**src/rtl/freq_div_sched.sv**
```systemverilog
// -----------------------------------------------------------------------------
// freq_div_sched
//
// Scheduler for a programmable integer clock divider shared by two requesters.
// Each requester hands over a divide ratio N on a valid/ready handshake.
// Requesters are arbitrated round-robin. A new ratio only takes effect on a
// period boundary, so the divided waveform never shows a runt or stretched
// pulse. The output is a single-clock, clock-enable style waveform plus a
// one-cycle tick at the start of every period.
//
// Optional build macro: FREQ_DIV_SCHED_STATS_EN
//   When defined, a 16-bit saturating period counter output (period_cnt) is
//   added. It counts ticks and restarts whenever the ratio in force changes.
//
// Ports
//   clk_in      in   sole clock, rising edge
//   rst_n       in   synchronous active-low reset
//   enable      in   1 = run / keep running, 0 = stop at end of current period
//   req0_valid  in   requester 0 offers a ratio
//   req0_n      in   requester 0 ratio (CNT_W)
//   req0_ready  out  requester 0 may hand over this cycle
//   req1_valid  in   requester 1 offers a ratio
//   req1_n      in   requester 1 ratio (CNT_W)
//   req1_ready  out  requester 1 may hand over this cycle
//   div_out     out  divided waveform, registered
//   tick        out  one-cycle pulse on the first cycle of each period
//   cur_n       out  ratio currently in force (CNT_W)
//   busy        out  a ratio change is waiting for the period boundary
//   err         out  one-cycle pulse after an accepted ratio below MIN_N
//   period_cnt  out  (stats build only) ticks since the last ratio change
//   grant_id    out  id of the most recently accepted requester
// -----------------------------------------------------------------------------
module freq_div_sched #(
    parameter int CNT_W     = 10,
    parameter int DEFAULT_N = 7,
    parameter int MIN_N     = 2
) (
    input  logic             clk_in,
    input  logic             rst_n,
    input  logic             enable,
    input  logic             req0_valid,
    input  logic [CNT_W-1:0] req0_n,
    output logic             req0_ready,
    input  logic             req1_valid,
    input  logic [CNT_W-1:0] req1_n,
    output logic             req1_ready,
    output logic             div_out,
    output logic             tick,
    output logic [CNT_W-1:0] cur_n,
    output logic             busy,
    output logic             err,
`ifdef FREQ_DIV_SCHED_STATS_EN
    output logic [15:0]      period_cnt,
`endif
    output logic             grant_id
);

    localparam logic [CNT_W-1:0] DEFAULT_V = CNT_W'(DEFAULT_N);
    localparam logic [CNT_W-1:0] MIN_V     = CNT_W'(MIN_N);
    localparam logic [CNT_W-1:0] ONE_V     = CNT_W'(1);

    typedef enum logic [1:0] {
        ST_IDLE = 2'd0,
        ST_RUN  = 2'd1,
        ST_PEND = 2'd2
    } state_t;

    state_t           state_q, state_d;
    logic [CNT_W-1:0] cnt_q, cnt_d;
    logic [CNT_W-1:0] cur_n_q, cur_n_d;
    logic [CNT_W-1:0] pend_n_q, pend_n_d;
    logic             grant_id_q, grant_id_d;
    logic             err_q, err_d;
    logic             div_out_q, div_out_d;
    logic             tick_q, tick_d;

    logic             sel_id;
    logic             can_accept;
    logic             xfer;
    logic             xfer_legal;
    logic [CNT_W-1:0] xfer_n;
    logic             cnt_last;

    // ------------------------------------------------------------------
    // Arbitration. On a tie the requester that did not win last time is
    // chosen; with no requester valid the pointer still favours the
    // other side, so an idle requester may see ready=1.
    // ------------------------------------------------------------------
    always_comb begin
        sel_id = ~grant_id_q;
        if (req0_valid && req1_valid) begin
            sel_id = ~grant_id_q;
        end else if (req1_valid) begin
            sel_id = 1'b1;
        end else if (req0_valid) begin
            sel_id = 1'b0;
        end
    end

    assign can_accept = (state_q != ST_PEND);
    assign req0_ready = can_accept && !sel_id;
    assign req1_ready = can_accept && sel_id;

    assign xfer       = (req0_valid && req0_ready) || (req1_valid && req1_ready);
    assign xfer_n     = sel_id ? req1_n : req0_n;
    assign xfer_legal = xfer && (xfer_n >= MIN_V);

    assign cnt_last   = (cnt_q == (cur_n_q - ONE_V));

    // ------------------------------------------------------------------
    // Next-state logic
    // ------------------------------------------------------------------
    always_comb begin
        state_d    = state_q;
        cnt_d      = cnt_q;
        cur_n_d    = cur_n_q;
        pend_n_d   = pend_n_q;
        grant_id_d = xfer ? sel_id : grant_id_q;
        err_d      = xfer && !xfer_legal;

        case (state_q)
            ST_IDLE: begin
                cnt_d = '0;
                // Nothing is being generated, so a new ratio can apply at once.
                if (xfer_legal) begin
                    cur_n_d = xfer_n;
                end
                if (enable) begin
                    state_d = ST_RUN;
                end
            end

            ST_RUN: begin
                cnt_d = cnt_last ? '0 : cnt_q + ONE_V;
                if (cnt_last && !enable) begin
                    state_d = ST_IDLE;
                    // Stopping at this boundary: the new ratio applies now,
                    // the next period will start from IDLE with it.
                    if (xfer_legal) begin
                        cur_n_d = xfer_n;
                    end
                end else if (xfer_legal) begin
                    // Even on the boundary cycle the ratio is parked, so the
                    // period that is just starting runs with the old ratio.
                    pend_n_d = xfer_n;
                    state_d  = ST_PEND;
                end
            end

            ST_PEND: begin
                cnt_d = cnt_last ? '0 : cnt_q + ONE_V;
                if (cnt_last) begin
                    cur_n_d = pend_n_q;
                    state_d = enable ? ST_RUN : ST_IDLE;
                end
            end

            default: begin
                state_d = ST_IDLE;
                cnt_d   = '0;
            end
        endcase

        // Outputs are computed from next state so they line up with the
        // registered counter in the cycle they describe.
        div_out_d = (state_d != ST_IDLE) && (cnt_d < (cur_n_d >> 1));
        tick_d    = (state_d != ST_IDLE) && (cnt_d == '0);
    end

    always_ff @(posedge clk_in) begin
        if (!rst_n) begin
            state_q    <= ST_IDLE;
            cnt_q      <= '0;
            cur_n_q    <= DEFAULT_V;
            pend_n_q   <= '0;
            grant_id_q <= 1'b1;
            err_q      <= 1'b0;
            div_out_q  <= 1'b0;
            tick_q     <= 1'b0;
        end else begin
            state_q    <= state_d;
            cnt_q      <= cnt_d;
            cur_n_q    <= cur_n_d;
            pend_n_q   <= pend_n_d;
            grant_id_q <= grant_id_d;
            err_q      <= err_d;
            div_out_q  <= div_out_d;
            tick_q     <= tick_d;
        end
    end

`ifdef FREQ_DIV_SCHED_STATS_EN
    logic [15:0] period_cnt_q, period_cnt_d;

    // A ratio change restarts the count; if the change coincides with the
    // first tick of the new period, that tick already counts as 1.
    always_comb begin
        period_cnt_d = period_cnt_q;
        if (cur_n_d != cur_n_q) begin
            period_cnt_d = tick_d ? 16'd1 : 16'd0;
        end else if (tick_d && (period_cnt_q != 16'hFFFF)) begin
            period_cnt_d = period_cnt_q + 16'd1;
        end
    end

    always_ff @(posedge clk_in) begin
        if (!rst_n) begin
            period_cnt_q <= '0;
        end else begin
            period_cnt_q <= period_cnt_d;
        end
    end

    assign period_cnt = period_cnt_q;
`endif

    assign div_out  = div_out_q;
    assign tick     = tick_q;
    assign cur_n    = cur_n_q;
    assign busy     = (state_q == ST_PEND);
    assign err      = err_q;
    assign grant_id = grant_id_q;

endmodule

```
**config.mk**
```make
export PLATFORM = sky130hd
export DESIGN_NAME = freq_div_sched
export DESIGN_NICKNAME = d
export VERILOG_FILES = /design/src/rtl/freq_div_sched.sv
export SDC_FILE = /design/constraint.sdc
export NUM_CORES = 1
export LEC_CHECK = 0
export CAP_MARGIN = 0
export CELL_PAD_IN_SITES_DETAIL_PLACEMENT = 0
export CELL_PAD_IN_SITES_GLOBAL_PLACEMENT = 1
export CORE_ASPECT_RATIO = 1.1
export CORE_UTILIZATION = 43
export DETAILED_ROUTE_END_ITERATION = 8
export HOLD_SLACK_MARGIN = 0.1
export MAX_ROUTING_LAYER = met4
export PLACE_DENSITY_LB_ADDON = 0.1
export SLEW_MARGIN = 20
export SYNTH_ARGS = -nofsm -noshare
export SYNTH_HDL_FRONTEND = slang
export SYNTH_SLANG_ARGS = --single-unit
```
**constraint.sdc**
```tcl
create_clock -name clk_in -period 8.7 [get_ports clk_in]
set_input_delay 1.305 -clock clk_in [delete_from_list [all_inputs] [get_ports clk_in]]
set_output_delay 1.305 -clock clk_in [all_outputs]
set_load 0.02 [all_outputs]
```
==> metrics.txt <==
status finished, final reports clean; CTS Root Cell clkbuf_8; reg2reg end div_out; worst reg2reg startpoint cur_n[1]; commonest non-fill, non-tap cell in the layout nor2_1; critical path peak fanout 13; post-DP HPWL approximately 5300 um; fin worst setup slack approximately 3.4 ns; CP required between 8 and 9 ns; worst min path class register to register; Antenna diodes 0; Yosys reg bits 36; Layout Skew roughly 0.012 ns; insertion delay to the later sink of the worst-skew pair 0.31 ns; commonest cells after routing, fill and taps aside 46 x nor2_1, 41 x clkdlybuf4s50_1, 36 x dfxtp_1; Crit path arrival time 5.54 ns; via/cell ratio 5.721; layout cells sized above 1 0.09038; CP Class input pin to register; area grow syn2layout 19.34%; Slew Limit Fails 0; Fmax ~0.19 GHz; syn nets roughly 350; leading area contributor after synthesis dfxtp_1; multi-input logic area roughly 1700 um^2; crit-path max cell delay between 0.5 and 0.6 ns; unique cell type count in the Yosys netlist between 70 and 80; Max VDD drop 98.33 uV; CTS sink cnt 36; fin crit period roughly 5.3 ns; final cycle utilization of the critical path 0.6120; global-route wire length before repair about 11000 um; end point of the critical path div_out; Max Root-Sink Buffers 2; startpoint types input pin; RSZ-0062 raised after global routing false; CTS clk-pin slew, worst paths 0.09 ns; IO Count 42; FF/Latch Area between 700 and 800 um^2; cell area after layout 3104 um^2; filler instances about 570; Least-Margin Pin Slew between 0.8 and 0.9 ns; Die Y 83.58 um; Setup Buffers After CTS 0; Final #Nets 381; number of global-route vias before repair 2248; setup_tns 0 ns; antenna viol nets, final 0; final hold vios 0; Primary FF master, synth dfxtp_1; grt ovf 0; CTS resizes 0; synthesized instance count between 300 and 400; largest net degree at the start of global routing 20; dpl ws approximately 3.1 ns; Mapped Area 2601 um^2; Routed WL slightly below 7000 um; pwr/cell area 231.9 nW/um^2; detailed-router iteration count before antenna repair 4; DRT iter0 DRCs roughly 140; Post-synth EDFFs 0; reg2reg setup slack 3.63 ns; antenna violations before repair 0; crit end category register; CP max-delay cell or4b_4; FP Rows 29; die area ~6400 um^2; Slew headroom 0.4586; Total GRT Usage 0.2272; Hold Buf Count CTS 0; Post-route DRC 0; static leakage between 1 and 1.5 nW; Final setup viols 0; cts bufs inserted 5; GP Congestion around 0.83; sequential fraction of the synthesis area 0.2771; share of the synthesized area in the top cell type 0.2771; Post-synth ARST share 0; Area contributors post-synth dfxtp_1 28%, ha_1 6.7%, nor2_1 6.6%; DR vias approximately 2400; core outline area 5806 um^2; Critical Path Source req1_valid; crit path cell chain clkdlybuf4s50_1, inv_2, maj3_2, mux2_2, or4b_4, nor2_4, a221o_1, o21ai_1, and2_1, ha_1, a21o_1, a21o_1, a21oi_1, nor2b_1, o21ai_0, nand2b_1, a211o_1, a211oi_1; Die X around 76 um; IO Port Bufs 41; H-tree Lvls 2; cells on worst reg2reg path 19; Avg WL per Cell roughly 16 um; mean post-synth cell area 8.311 um^2; initial core utilization 0.4481; CP most frequent cell a21o_1; maxcap violations 0; Synth warnings 0; CTS tree built; dpl cell area 3017 um^2
-- cell type report --
class / count / area share
clock buffers: 5 / 0.02217
flip-flops and latches: 36 / 0.2322
clock inverters: 3 / 0.006046
inverters: 11 / 0.01330
multi-input cells: 247 / 0.5631
well taps: 77 / 0.03104
repair buffers: 41 / 0.1322
-- sequential cells by signal, summed over array words and instances (netlist names) --
register	count
cnt_q	10
cur_n	10
div_out	1
err	1
grant_id	1
pend_n_q	10
state_q	2
tick	1
-- per-stage QoR --
step / utilization / std cells / hold slack [ns] / total power [mW]
finish: 0.5347 / 420 / 0.4826 / 0.7200
global placement: 0.5196 / 412 / 0.4650 / 0.6015
global route: 0.5347 / 420 / 0.4916 / 0.7664
detailed placement: 0.5196 / 412 / 0.4715 / 0.5991
CTS: 0.5347 / 420 / 0.4853 / 0.7221
floorplan: - / 313 / 0.4498 / 0.4865
-- routing by layer --
| metal | vias to the layer above | wire [um] | track usage |
|---|---|---|---|
| li1 | 1209 | - | - |
| met1 | 1122 | 3082 | 0.2594 |
| met2 | 60 | 3361 | 0.4017 |
| met3 | 12 | 205 | 0.02404 |
| met4 | 0 | 187 | 0.09965 |
| met5 | - | 0 | - |
-- kinds of logic (layout without fill, tap and decap cells) --
kind of cell	count (synthesis)	in the layout	share of synthesized area
multiplexers	19	19	0.07985
flip-flops	36	36	0.2771
buffers and inverters	30	60	0.05098
AO/OA/AOI/OAI	73	73	0.2083
AND/OR/NAND/NOR	122	122	0.2516
adder cells (fa/ha/maj)	15	15	0.07167
XOR/XNOR	18	18	0.06061
-- how the worst min path moves through the flow --
stage                     depth (start not counted)  slack [ns]     endpoint         from
after floorplan                                   2        0.45  pend_n_q[8]  pend_n_q[8]
after detailed placement                          2        0.47  pend_n_q[8]  pend_n_q[8]
after global placement                            2        0.47  pend_n_q[8]  pend_n_q[8]
final                                             2        0.48  pend_n_q[8]  pend_n_q[8]
after CTS                                         2        0.49  pend_n_q[8]  pend_n_q[8]
after global routing                              2        0.49  pend_n_q[8]  pend_n_q[8]
-- cells in the mapped netlist, drive strengths merged (5+ instances only) --
master / instances
inv: 10
nand2: 9
xnor2: 7
dfxtp: 36
nor2: 47
ha: 14
and2: 8
clkbuf: 13
mux2: 8
nand4: 5
nand2b: 6
a21oi: 14
o21ai: 12
a22oi: 5
mux2i: 11
nor3: 6
xor2: 11
buf: 6
nand3: 13
-- worst max-delay path: cells and delay by family --
kind / cells / cell delay (ns)
muxes: 1 / 0.35
AOI/OAI and AO/OA: 8 / 1.58
buffers and inverters: 2 / 0.54
adders and majority gates: 2 / 0.73
and+or+nand+nor: 5 / 1.02
-- where the power goes --
part | internal (mW) | switching (mW)
Combinational | 0.158 | 0.203
Sequential | 0.193 | 0.0421
Clock | 0.0559 | 0.0678
Power figures use the tool's default switching activity.
